==> config.mk <==
export PLATFORM = sky130hd
export DESIGN_NAME = reset_sequencer
export DESIGN_NICKNAME = d
export VERILOG_FILES = /design/src/rtl/reset_sequencer_pkg.sv /design/src/rtl/reset_sync_chain.sv /design/src/rtl/reset_sequencer.sv
export SDC_FILE = /design/constraint.sdc
export NUM_CORES = 1
export LEC_CHECK = 0
export CAP_MARGIN = 20
export CORE_UTILIZATION = 57
export CTS_BUF_LIST = sky130_fd_sc_hd__clkbuf_16
export CTS_CLUSTER_SIZE = 12
export DETAILED_ROUTE_END_ITERATION = 6
export PLACE_DENSITY = 0.9
export SLEW_MARGIN = 25
export SYNTH_ARGS = -nofsm -noshare
export SYNTH_HDL_FRONTEND = slang
export SYNTH_SLANG_ARGS = --single-unit
==> constraint.sdc <==
create_clock -name clock -period 2.57 [get_ports clock]
set_input_delay 0.771 -clock clock [delete_from_list [all_inputs] [get_ports clock]]
set_output_delay 0.771 -clock clock [all_outputs]
set_load 0.05 [all_outputs]
==> src/rtl/reset_sequencer_pkg.sv <==
// Shared types and sizing helpers for the sequenced reset block.
package reset_sequencer_pkg;

  typedef enum logic [1:0] {
    ST_ASSERT,
    ST_STRETCH,
    ST_RELEASE,
    ST_RUN
  } rstseq_state_t;

  // One counter serves both the stretch and the gap phases, so it must hold the larger.
  function automatic int cnt_width(input int stretch, input int gap);
    int m;
    m = (stretch > gap) ? stretch : gap;
    return $clog2(m + 1);
  endfunction

endpackage

==> src/rtl/reset_sync_chain.sv <==
// Async-assert / sync-release reset synchroniser; NSTAGES cycles from aresetn rise to sync_rst fall.
module reset_sync_chain #(
  parameter int NSTAGES = 3
) (
  input  logic clock,
  input  logic aresetn,
  output logic sync_rst
);

  logic [NSTAGES-1:0] chain;

  always_ff @(posedge clock or negedge aresetn) begin
    if (!aresetn) begin
      chain <= '1;
    end else begin
      chain <= {chain[NSTAGES-2:0], 1'b0};
    end
  end

  assign sync_rst = chain[NSTAGES-1];

endmodule

==> src/rtl/reset_sequencer.sv <==
// Stretches the synchronised reset, then releases NCHAN domain resets in order, GAP cycles apart.
// Outputs are registered; chan_hold defers a due release, swrst_req restarts from the stretch phase.
module reset_sequencer
  import reset_sequencer_pkg::*;
#(
  parameter int NSTAGES = 3,
  parameter int NCHAN   = 4,
  parameter int STRETCH = 16,
  parameter int GAP     = 8
) (
  input  logic             clock,
  input  logic             aresetn,
  input  logic             swrst_req,
  input  logic [NCHAN-1:0] chan_hold,
  output logic [NCHAN-1:0] sreset,
  output logic             done
);

  localparam int CW = cnt_width(STRETCH, GAP);
  localparam int IW = (NCHAN > 1) ? $clog2(NCHAN) : 1;
  localparam logic [CW-1:0] STRETCH_LD = CW'(STRETCH - 1);
  // The edge that first samples sync_rst low is already the first stretch cycle.
  localparam logic [CW-1:0] FIRST_LD   = (STRETCH > 1) ? CW'(STRETCH - 2) : '0;
  localparam logic [CW-1:0] GAP_LD     = CW'(GAP - 1);
  localparam logic [IW-1:0] LAST_IDX   = IW'(NCHAN - 1);

  logic             sync_rst;
  rstseq_state_t    state, state_d;
  logic [CW-1:0]    cnt, cnt_d;
  logic [IW-1:0]    idx, idx_d;
  logic [NCHAN-1:0] sreset_d;
  logic             done_d;
  logic             hold_cur;
  logic             due;

  reset_sync_chain #(
    .NSTAGES(NSTAGES)
  ) u_sync (
    .clock    (clock),
    .aresetn  (aresetn),
    .sync_rst (sync_rst)
  );

  always_comb begin
    hold_cur = 1'b0;
    for (int i = 0; i < NCHAN; i++) begin
      if (idx == IW'(i)) hold_cur = chan_hold[i];
    end
  end

  always_comb begin
    state_d  = state;
    cnt_d    = cnt;
    idx_d    = idx;
    sreset_d = sreset;
    done_d   = done;
    due      = 1'b0;

    case (state)
      ST_ASSERT: begin
        if (!sync_rst) begin
          if (STRETCH == 1) begin
            due = 1'b1;
          end else begin
            state_d = ST_STRETCH;
            cnt_d   = FIRST_LD;
          end
        end
      end
      ST_STRETCH, ST_RELEASE: begin
        if (cnt == '0) due = 1'b1;
        else           cnt_d = cnt - CW'(1);
      end
      default: ;
    endcase

    // A held channel parks the counter at zero so it stays due every edge.
    if (due) begin
      if (hold_cur) begin
        state_d = ST_RELEASE;
        cnt_d   = '0;
      end else begin
        for (int i = 0; i < NCHAN; i++) begin
          if (idx == IW'(i)) sreset_d[i] = 1'b0;
        end
        if (idx == LAST_IDX) begin
          state_d = ST_RUN;
          done_d  = 1'b1;
        end else begin
          state_d = ST_RELEASE;
          idx_d   = idx + IW'(1);
          cnt_d   = GAP_LD;
        end
      end
    end

    if (swrst_req && state != ST_ASSERT) begin
      state_d  = ST_STRETCH;
      cnt_d    = STRETCH_LD;
      idx_d    = '0;
      sreset_d = '1;
      done_d   = 1'b0;
    end
  end

  always_ff @(posedge clock or negedge aresetn) begin
    if (!aresetn) begin
      state  <= ST_ASSERT;
      cnt    <= '0;
      idx    <= '0;
      sreset <= '1;
      done   <= 1'b0;
    end else begin
      state  <= state_d;
      cnt    <= cnt_d;
      idx    <= idx_d;
      sreset <= sreset_d;
      done   <= done_d;
    end
  end

endmodule

== After elaboration in Yosys (flattened, before gate mapping) ==
Cells that the tools add are included.
Storage, ports and cells
  register bits after elaboration: 17
  input port bits: 7
  output and inout port bits: 5
  word-level logic and storage cells: 71
Cells by class
  add/sub/neg operators: 2
  equality and inequality tests: 8
  mux-type cells: 34
  reductions and logical operators: 18
Operators with widths (number)
  $mux W5: 6
  $mux W1: 16
  $mux W2: 8
  $reduce_and A3 Y1: 5
  $mux W4: 3
  $reduce_bool A2 Y1: 6
  $pmux W5 S2: 1
  $eq A2 B2 Y1 const B: 3
  $logic_not A5 Y1: 1
  $sub A5 B1 Y5 const B: 1
  $eq A2 B1 Y1 const B: 2
  $logic_not A2 Y1: 2
  $ne A2 B1 Y1 const B: 2
  $ne A3 B3 Y1 const B: 1
  $reduce_bool A3 Y1: 1
  $add A2 B1 Y2 const B: 1
  $reduce_and A2 Y1: 1
  $reduce_or A2 Y1: 1
  $logic_and A1 B1 Y1: 1

== Logic depth before layout (Yosys ltp) ==
Gate-level depths: netlist of run 1.
  depth in word-level cells: 8
  depth in mapped cells: 7
  depth with buffers taken out: 6

== Modules after synthesis ==
Synthesis of run 1 repeated with hierarchy kept, for this count alone.
Unflattened totals
  cells, all modules: 102
  area, all modules: 1011.0 um2
By module, submodules not included
  reset_sequencer: instances 1, cells each 98, area each 928.4 um2
  reset_sync_chain: instances 1, cells each 4, area each 82.6 um2

== Least setup slack after synthesis of run 1 ==
Ideal clock, no wire load.
  path type: flip-flop to flip-flop
  start point: register cnt[0]
  end point: register idx[0]
  setup time: 0.123 ns
  arrival: 1.600 ns
  slack: 0.847 ns
  stages on the path, launching flop included: 8
  clock period less this slack: 1.723 ns
  cell sequence: dfrtp_1 > inv_1 > ha_1 > nor4b_4 > nand2_2 > or3_1 > buf_2 > mux2i_1
On the way
  longest elaborated chain between the ends: 5
Ends and longest elaborated chain
  from (decl): line reset_sequencer.sv:29  | logic [CW-1:0] cnt, cnt_d;
  from (signal assigned): line reset_sequencer.sv:115  | cnt <= cnt_d;
  $logic_not A5 Y1: line reset_sequencer.sv:71  | if (cnt == '0) due = 1'b1;
  $mux W1: line reset_sequencer.sv:71
  $mux W1: line reset_sequencer.sv:59  | case (state)
  $reduce_bool A2 Y1 (no source line)
  $reduce_and A3 Y1 (no source line)
  to (signal assigned): line reset_sequencer.sv:116  | idx <= idx_d;
  to (decl): line reset_sequencer.sv:30  | logic [IW-1:0] idx, idx_d;
No other way between the ends.
A chain may end at the register's enable or synchronous reset.

== Worst setup path in the final report of run 1 ==
  start point: register sreset[3]
  end point: output sreset[3]
RTL lines
  from (decl): line reset_sequencer.sv:15  | output logic [NCHAN-1:0] sreset,
  from (signal assigned): line reset_sequencer.sv:117  | sreset <= sreset_d;
No word-level cell between the ends.

==> results of run 1 <==
cell families after synthesis:
| kind of cell | after synthesis | share of synthesized area |
|---|---|---|
| AO/OA/AOI/OAI | 25 | 0.163 |
| adder cells (fa/ha/maj) | 7 | 0.0919 |
| buffers and inverters | 11 | 0.0446 |
| flip-flops | 17 | 0.455 |
| multiplexers | 3 | 0.0315 |
| other | 1 | 0.00393 |
| AND/OR/NAND/NOR | 36 | 0.210 |
area by class of cell:
type / count / area (sq um)
sequential: 17 / 434
fill: 107 / 377
clock inverter: 1 / 3.75
multi-input combinational: 72 / 477
timing repair buffer: 13 / 125
inverter: 8 / 30.0
clock buffer: 3 / 75.1
tap: 16 / 20.0
report_power, final:
group	switching (W)	total (W)	internal (W)	leakage, nW
sequential	0.00000488	0.000282	0.000277	0.191
clock	0.000102	0.000308	0.000207	0.0423
combinational	0.0000239	0.0000451	0.0000212	0.263
per-layer routing:
metal	up-vias	wire length (um)
met5	-	0
met4	0	53
met3	7	173
met2	44	943
met1	378	889
li1	375	-
cells in the final DEF, fill, tap and decap left out, types with 4 or more instances in the layout:
master and instances:
o21ai_0 5, dfstp_2 7, nor2b_1 4, nand2_1 11
inv_1 9, clkdlybuf4s50_1 11, a21oi_1 8, nor2_1 7
dfrtp_1 10, ha_1 7
state kept, by name, indices dropped and copies added (netlist names):
name and cells:
u_sync.chain 3, state 2, idx 2, done 1, sreset 4, cnt 5
final timing paths:
check	cells after the start	slack [ns]	to
min in group asynchronous	1	0.98	cnt[3]$_DFF_PN0_
worst max-delay path	1	0.23	sreset[3]
worst min register to register	0	0.35	u_sync.chain[2]$_DFF_PN1_
worst max register to register	6	0.60	idx[0]$_DFFE_PN0P_
worst min-delay path	0	0.35	u_sync.chain[2]$_DFF_PN1_
max in group asynchronous	1	1.10	idx[0]$_DFFE_PN0P_
stage by stage:
step | hold slack (ns) | area [sq um] | util
floorplan | 0.345 | 953 | -
global placement | 0.346 | 1090 | 0.705
detailed placement | 0.347 | 1090 | 0.705
CTS | 0.354 | 1160 | 0.756
global route | 0.356 | 1160 | 0.756
finish | 0.355 | 1160 | 0.756
==> flow_summary.ini, run 1 <==
[setup_path]
cpMaxStageDelayCell = clkdlybuf4s50_1
timing.critical_path.buf_inv = 1
worstPathRequired_ns = 1.80
path_delay_family = buffers and inverters
cp-startpoint = sreset[3]$_DFFE_PN1P_
r2r_start = cnt[0]$_DFF_PN0_
arrival_ns = 1.57
crit_chain = clkdlybuf4s50_1
critPathMaxFanout = 2
crit_type = flip-flop to output port
cp-end-kind = output port
critPathLaunchType = flip-flop
max_stage_delay_ns = 0.80

[flow_run]
drv_cap = 0

[min_path]
hold_path.class = flip-flop to flip-flop
min_from = u_sync.chain[1]$_DFF_PN1_

[sta]
tightestPinTransition_ns = 0.780
fin_skew_ns = 0.00104
slew_violations = 0
fmax_mhz = 427
finalHoldViolations = 0
fin_crit_sh = 0.912
max-slew-margin-rel = 0.478
rsz0062_at_grt = no
fin_ws_ns = 0.225
period_minus_slack_ns = 2.34
setup_violations = 0
setup_tns_ns = 0

[global_route]
antenna_found_initial = 0
grt_pass1_wl_um = 3320
grt_use_met3 = 0.0766
grt_pass1_vias = 710
grt.busiest_layer = met2
grt_use_met2 = 0.358
met1_usage = 0.355
overflow = 0
grt_max_degree = 18
grt_use_total = 0.255

[place]
hpwl_um = 1400
io_buffers = 11
placedCellCount = 126
place_ws_ns = 0.485
place.gp.congestion = 0.862

[power_and_ir_drop]
power.density_nw_per_um2 = 545
p_leak_nw = 0.496
power_w = 0.000635
ir_drop_mv = 0.580

[synthesis]
synth_cells = 100
ys_types = 30
ys_seq_area_frac = 0.455
yosys.area.top_type_share = 0.262
ys_async_sr_fraction = 1.00
synth_ff_type = dfrtp_1
syn-cell-area_sq_um = 953
ys_top_cells_by_count = nand2_1, dfrtp_1, a21oi_1, inv_1
synthTopCellsByArea = dfrtp_1, dfstp_2, ha_1
synth-seq-cells = 17
synth_edf_count = 0
synth_top_cell_by_area = dfrtp_1
ys_warn_count = 0
avgSynthCellArea_sq_um = 9.53
synth_most_common_cell = nand2_1
synth_nets = 114

[die]
top_level_ports = 12
rows = 14
die_area_sq_um = 1840
die_h_um = 42.9
core_sq_um = 1540
die_x_um = 42.9
start_util = 0.619

[cells_and_area]
n_antenna_cell = 0
final_cells = 130
synthToLayoutAreaGrowth_pct = 22.2
drive_gt1_frac = 0.123
fin_nets = 129

[clock_tree]
path_clk_slew_ns = 0.05
cts_buffers = 3
htree_levels = 1
clock_sinks = 17
clockBufferDepth = 2
clock_latency_ns = 0.25
cts_tree = built
postCtsSetupRepairBufs = 0
hold_buffers = 0
cts_resized = 0
cts_root_buf = clkbuf_16

[detailed_routing]
wl_per_cell_um = 15.8
ant_nets = 0
via_per_inst = 6.18
vias = 804
firstDrtPassIters = 4
drt_iter0_markers = 40
wl_um = 2060
drc = 0

[status]
outcome = completed
(Power assumes the default switching activity.)
==> inputs of run 2 (changes only) <==
- CORE_UTILIZATION: 57 -> 60
- DONT_BUFFER_PORTS: unset -> 1
- PLACE_DENSITY: 0.9 -> 0.84
==> run 2 against run 1 <==
Clock skew barely moved. Power fell by 1.8%. Flip-flop and latch count did not move. Critical path depth rose by 5. Non-clock buffer count fell by 12. Sequential share of layout area rose by 4.0 points. Cell area fell by 9.8%. Sequential power barely moved. Die area fell by 4.8%. Worst hold slack got worse by 0.14 ns. Register-to-register slack improved by 0.07 ns. Critical endpoint is now idx[1]$_DFFE_PN0P_. Highest routed layer unchanged.
==> flow_summary.ini, run 2 (synthesized netlist as in run 1, its figures left out) <==
[status]
outcome = completed

[clock_tree]
hold_buffers = 0
clockBufferDepth = 2
htree_levels = 1
path_clk_slew_ns = 0.05
cts_tree = built
postCtsSetupRepairBufs = 0
clock_latency_ns = 0.25
cts_root_buf = clkbuf_16
cts_buffers = 3
clock_sinks = 17
cts_resized = 0

[detailed_routing]
wl_per_cell_um = 16.0
firstDrtPassIters = 4
wl_um = 1890
drt_iter0_markers = 15
drc = 0
vias = 740
ant_nets = 0
via_per_inst = 6.27

[cells_and_area]
drive_gt1_frac = 0.137
mostFrequentLayoutCells = nand2_1, dfrtp_1, inv_1, a21oi_1
final_cells = 118
top_register = cnt
fin_nets = 117
largest_reg_flops = 5
final_common_cell = nand2_1
synthToLayoutAreaGrowth_pct = 10.2
stdcell_area_sq_um = 1050
top_regs = cnt x5, sreset x4, u_sync.chain x3
utilization = 0.706
n_antenna_cell = 0

[sta]
tightestPinTransition_ns = 0.557
rsz0062_at_grt = no
slew_violations = 0
max-slew-margin-rel = 0.628
finalHoldViolations = 0
fin_crit_sh = 0.739
setup_tns_ns = 0
fin_skew_ns = 0.00113
fmax_mhz = 526
period_minus_slack_ns = 1.90
setup_violations = 0
fin_ws_ns = 0.671

[setup_path]
crit_chain = inv_1 > ha_1 > nor4b_4 > nand2_2 > or3_1 > mux2i_1
max_stage_delay_ns = 0.46
critPathLaunchType = flip-flop
cpMaxStageDelayCell = or3_1
critPathMaxFanout = 8
cp-end-kind = flip-flop
arrival_ns = 2.03
timing.critical_path.buf_inv = 1
worstPathRequired_ns = 2.70
crit_type = flip-flop to flip-flop
path_delay_family = simple AND/OR/NAND/NOR gates

[global_route]
grt_pass1_vias = 669
grt_use_total = 0.239
antenna_found_initial = 0
grt_max_degree = 18
grt_pass1_wl_um = 3030
overflow = 0

[power_and_ir_drop]
ir_drop_mv = 0.578
p_leak_nw = 0.442
power.density_nw_per_um2 = 593

[place]
placedCellCount = 114
io_buffers = 0
place_ws_ns = 0.691
hpwl_um = 1410
post_dp_cell_area_sq_um = 968
place.gp.congestion = 0.872

[die]
die_area_sq_um = 1750
start_util = 0.640
die_x_um = 41.9
rows = 14
top_level_ports = 12
core_sq_um = 1490
die_h_um = 41.9

[flow_run]
drv_cap = 0

[min_path]
hold_path.class = primary input to asynchronous set/reset pin
==> run 2: final timing paths <==
path / cells after the start / slack [ns] / end / startpoint
max: 6 / 0.67 / idx[1]$_DFFE_PN0P_ / cnt[0]$_DFF_PN0_
min: 0 / 0.21 / state[0]$_DFFE_PN0P_ / aresetn
max reg2reg: 6 / 0.67 / idx[1]$_DFFE_PN0P_ / cnt[0]$_DFF_PN0_
min reg2reg: 0 / 0.36 / u_sync.chain[1]$_DFF_PN1_ / u_sync.chain[0]$_DFF_PN1_
max in group asynchronous: 0 / 2.18 / u_sync.chain[2]$_DFF_PN1_ / aresetn
min in group clock: 0 / 0.36 / u_sync.chain[1]$_DFF_PN1_ / u_sync.chain[0]$_DFF_PN1_
==> run 2: metrics by stage <==
step           hold WS [ns]  power (W)
6_report              0.213   0.000623
5_1_grt               0.206   0.000640
4_1_cts               0.209   0.000628
3_5_place_dp          0.349   0.000313
3_3_place_gp          0.346   0.000311
2_1_floorplan         0.345   0.000306
==> run 2: per-layer routing <==
layer | part of all wire | wire length [um] | track usage
met1 | 0.44 | 834 | 0.319
met2 | 0.47 | 884 | 0.366
met3 | 0.073 | 138 | 0.0739
met4 | 0.017 | 32 | 0.0968
met5 | 0 | 0 | 0
==> run 2: report_power, final <==
part	internal, W	switching [W]
clock network	0.000210	0.000104
registers	0.000277	0.00000484
logic	0.0000122	0.0000153
==> run 2: cell type report <==
type                       count  area, sq um
inverter                       8         30.0
clock buffer                   3         75.1
multi-input combinational     72          477
clock inverter                 1         7.51
tap                           16         20.0
fill                         105          438
sequential                    17          434
timing repair buffer           1         7.51
==> inputs of run 3 (changes only) <==
- clock period: 2.57 -> 1.8 ns (I/O delays scaled with it)
==> run 3 against run 2 <==
Critical path depth unchanged. Cell area increased by 2.9%. Setup slack got worse by 0.57 ns. Largest cell class unchanged. Global-route usage increased by 2.0 points. Combinational power increased by 68%. Die area unchanged. Critical path type unchanged. Clock skew increased by 0.00051 ns. Sequential share of layout area decreased by 1.1 points.
==> flow_summary.ini, run 3 (synthesized netlist as in run 1, its figures left out) <==
[power_and_ir_drop]
clkPwrFrac = 0.495
intPower_w = 0.000713
power_w = 0.000887
p_sw_w = 0.000174
power.density_nw_per_um2 = 820
switching_share = 0.196
p_leak_nw = 0.458
seqPwrFrac = 0.453
ir_drop_mv = 0.733
p_comb_frac = 0.052

[min_path]
hold_path.class = primary input to asynchronous set/reset pin

[setup_path]
path_delay_family = simple AND/OR/NAND/NOR gates
critPathLaunchType = flip-flop
timing.critical_path.buf_inv = 1
r2r_slack_ns = 0.1
cpMaxStageDelayCell = dfrtp_1
crit_chain = inv_1 > ha_2 > nor4b_4 > nand2_2 > or3_4 > mux2i_1
worstPathRequired_ns = 1.94
cp-end-kind = flip-flop
critPathMaxFanout = 4
crit_type = flip-flop to flip-flop
arrival_ns = 1.84
max_stage_delay_ns = 0.40

[sta]
setup_violations = 0
period_minus_slack_ns = 1.70
fin_crit_sh = 0.945
slew_violations = 0
fin_skew_ns = 0.00164
setup_tns_ns = 0
fmax_mhz = 588
finalHoldViolations = 0
rsz0062_at_grt = no
hold_slack_ns = 0.131

[place]
io_buffers = 0
place.gp.congestion = 0.805
hpwl_um = 1340
placedCellCount = 116

[global_route]
grt_use_met2 = 0.363
grt.busiest_layer = met2
grt_pass1_vias = 714
grt_max_degree = 11
antenna_found_initial = 0
overflow = 0
met1_usage = 0.332
grt_pass1_wl_um = 3140
grt_use_met3 = 0.109
grt_use_total = 0.259

[cells_and_area]
n_antenna_cell = 0
fill_cells = 102
fin_nets = 120
top_regs = cnt x5, sreset x4, u_sync.chain x3
seq_area_sq_um = 434
drive_gt1_frac = 0.171
mostFrequentLayoutCells = nand2_1, dfrtp_1, inv_1, a21oi_1
utilization = 0.726
top_register = cnt
final_cells = 121
synthToLayoutAreaGrowth_pct = 13.4
largest_reg_flops = 5
final_common_cell = nand2_1
multi_input_area_sq_um = 484

[clock_tree]
cts_tree = built
clockBufferDepth = 2
clock_sinks = 17
clock_latency_ns = 0.25
postCtsSetupRepairBufs = 0
cts_root_buf = clkbuf_16
path_clk_slew_ns = 0.05
cts_buffers = 3
htree_levels = 1

[die]
rows = 14
start_util = 0.640
die_area_sq_um = 1750
core_sq_um = 1490
die_h_um = 41.9
top_level_ports = 12
die_x_um = 41.9

[detailed_routing]
firstDrtPassIters = 4
vias = 731
ant_nets = 0
drc = 0
wl_per_cell_um = 15.2
via_per_inst = 6.04
drt_iter0_markers = 46
wl_um = 1840

[flow_run]
drv_cap = 0

[status]
outcome = completed
[run 3: cell count changes in the layout (fill, tap and decap cells not counted), sizes merged]
cell and change:
clkinvlp -1, buf +2, clkinv +1, dlygate4sd3 +1
[run 3: worst paths after layout]
check | startpoint | endpoint | cells after the start
setup / recovery | cnt[0]$_DFF_PN0_ | idx[1]$_DFFE_PN0P_ | 6
hold / removal | aresetn | sreset[3]$_DFFE_PN1P_ | 0
setup reg to reg | cnt[0]$_DFF_PN0_ | idx[1]$_DFFE_PN0P_ | 6
hold reg to reg | u_sync.chain[1]$_DFF_PN1_ | u_sync.chain[2]$_DFF_PN1_ | 0
max in group asynchronous | aresetn | cnt[0]$_DFF_PN0_ | 1
min in group clock | u_sync.chain[1]$_DFF_PN1_ | u_sync.chain[2]$_DFF_PN1_ | 0
[run 3: layout make-up]
type,count,share of cell area
clock buffer,3,0.0694
sequential,17,0.402
multi-input combinational,72,0.448
clock inverter,1,0.00463
inverter,8,0.0278
timing repair buffer,4,0.0301
tap,16,0.0185
[run 3: power groups by stage]
stage	sequential (W)	combinational [W]	clock (W)
final	0.000402	0.0000461	0.000439
after global routing	0.000402	0.0000529	0.000465
after CTS	0.000401	0.0000455	0.000449
after global placement	0.000407	0.0000388	0
after detailed placement	0.000407	0.0000394	0
after floorplan	0.000406	0.0000307	0
[run 3: per-stage QoR]
step / setup slack, ns / cell area [sq um]
2_1_floorplan: 0.0773 / 953
3_3_place_gp: 0.111 / 983
3_5_place_dp: 0.0588 / 983
4_1_cts: 0.0493 / 1070
5_1_grt: 0.0212 / 1080
6_report: 0.0991 / 1080
[run 3: routing by layer]
| metal | vias to the layer above | wire [um] |
|---|---|---|
| met2 | 23 | 850 |
| met1 | 341 | 784 |
| met3 | 8 | 129 |
| li1 | 359 | - |
| met5 | - | 0 |
| met4 | 0 | 74 |
[run 3: timing repair]
item                                    in CTS  in global routing
resized for setup                            0                  2
hold buffers                                 1                  0
endpoints found under the hold margin       10                  0
endpoints found under the setup margin       0                  5
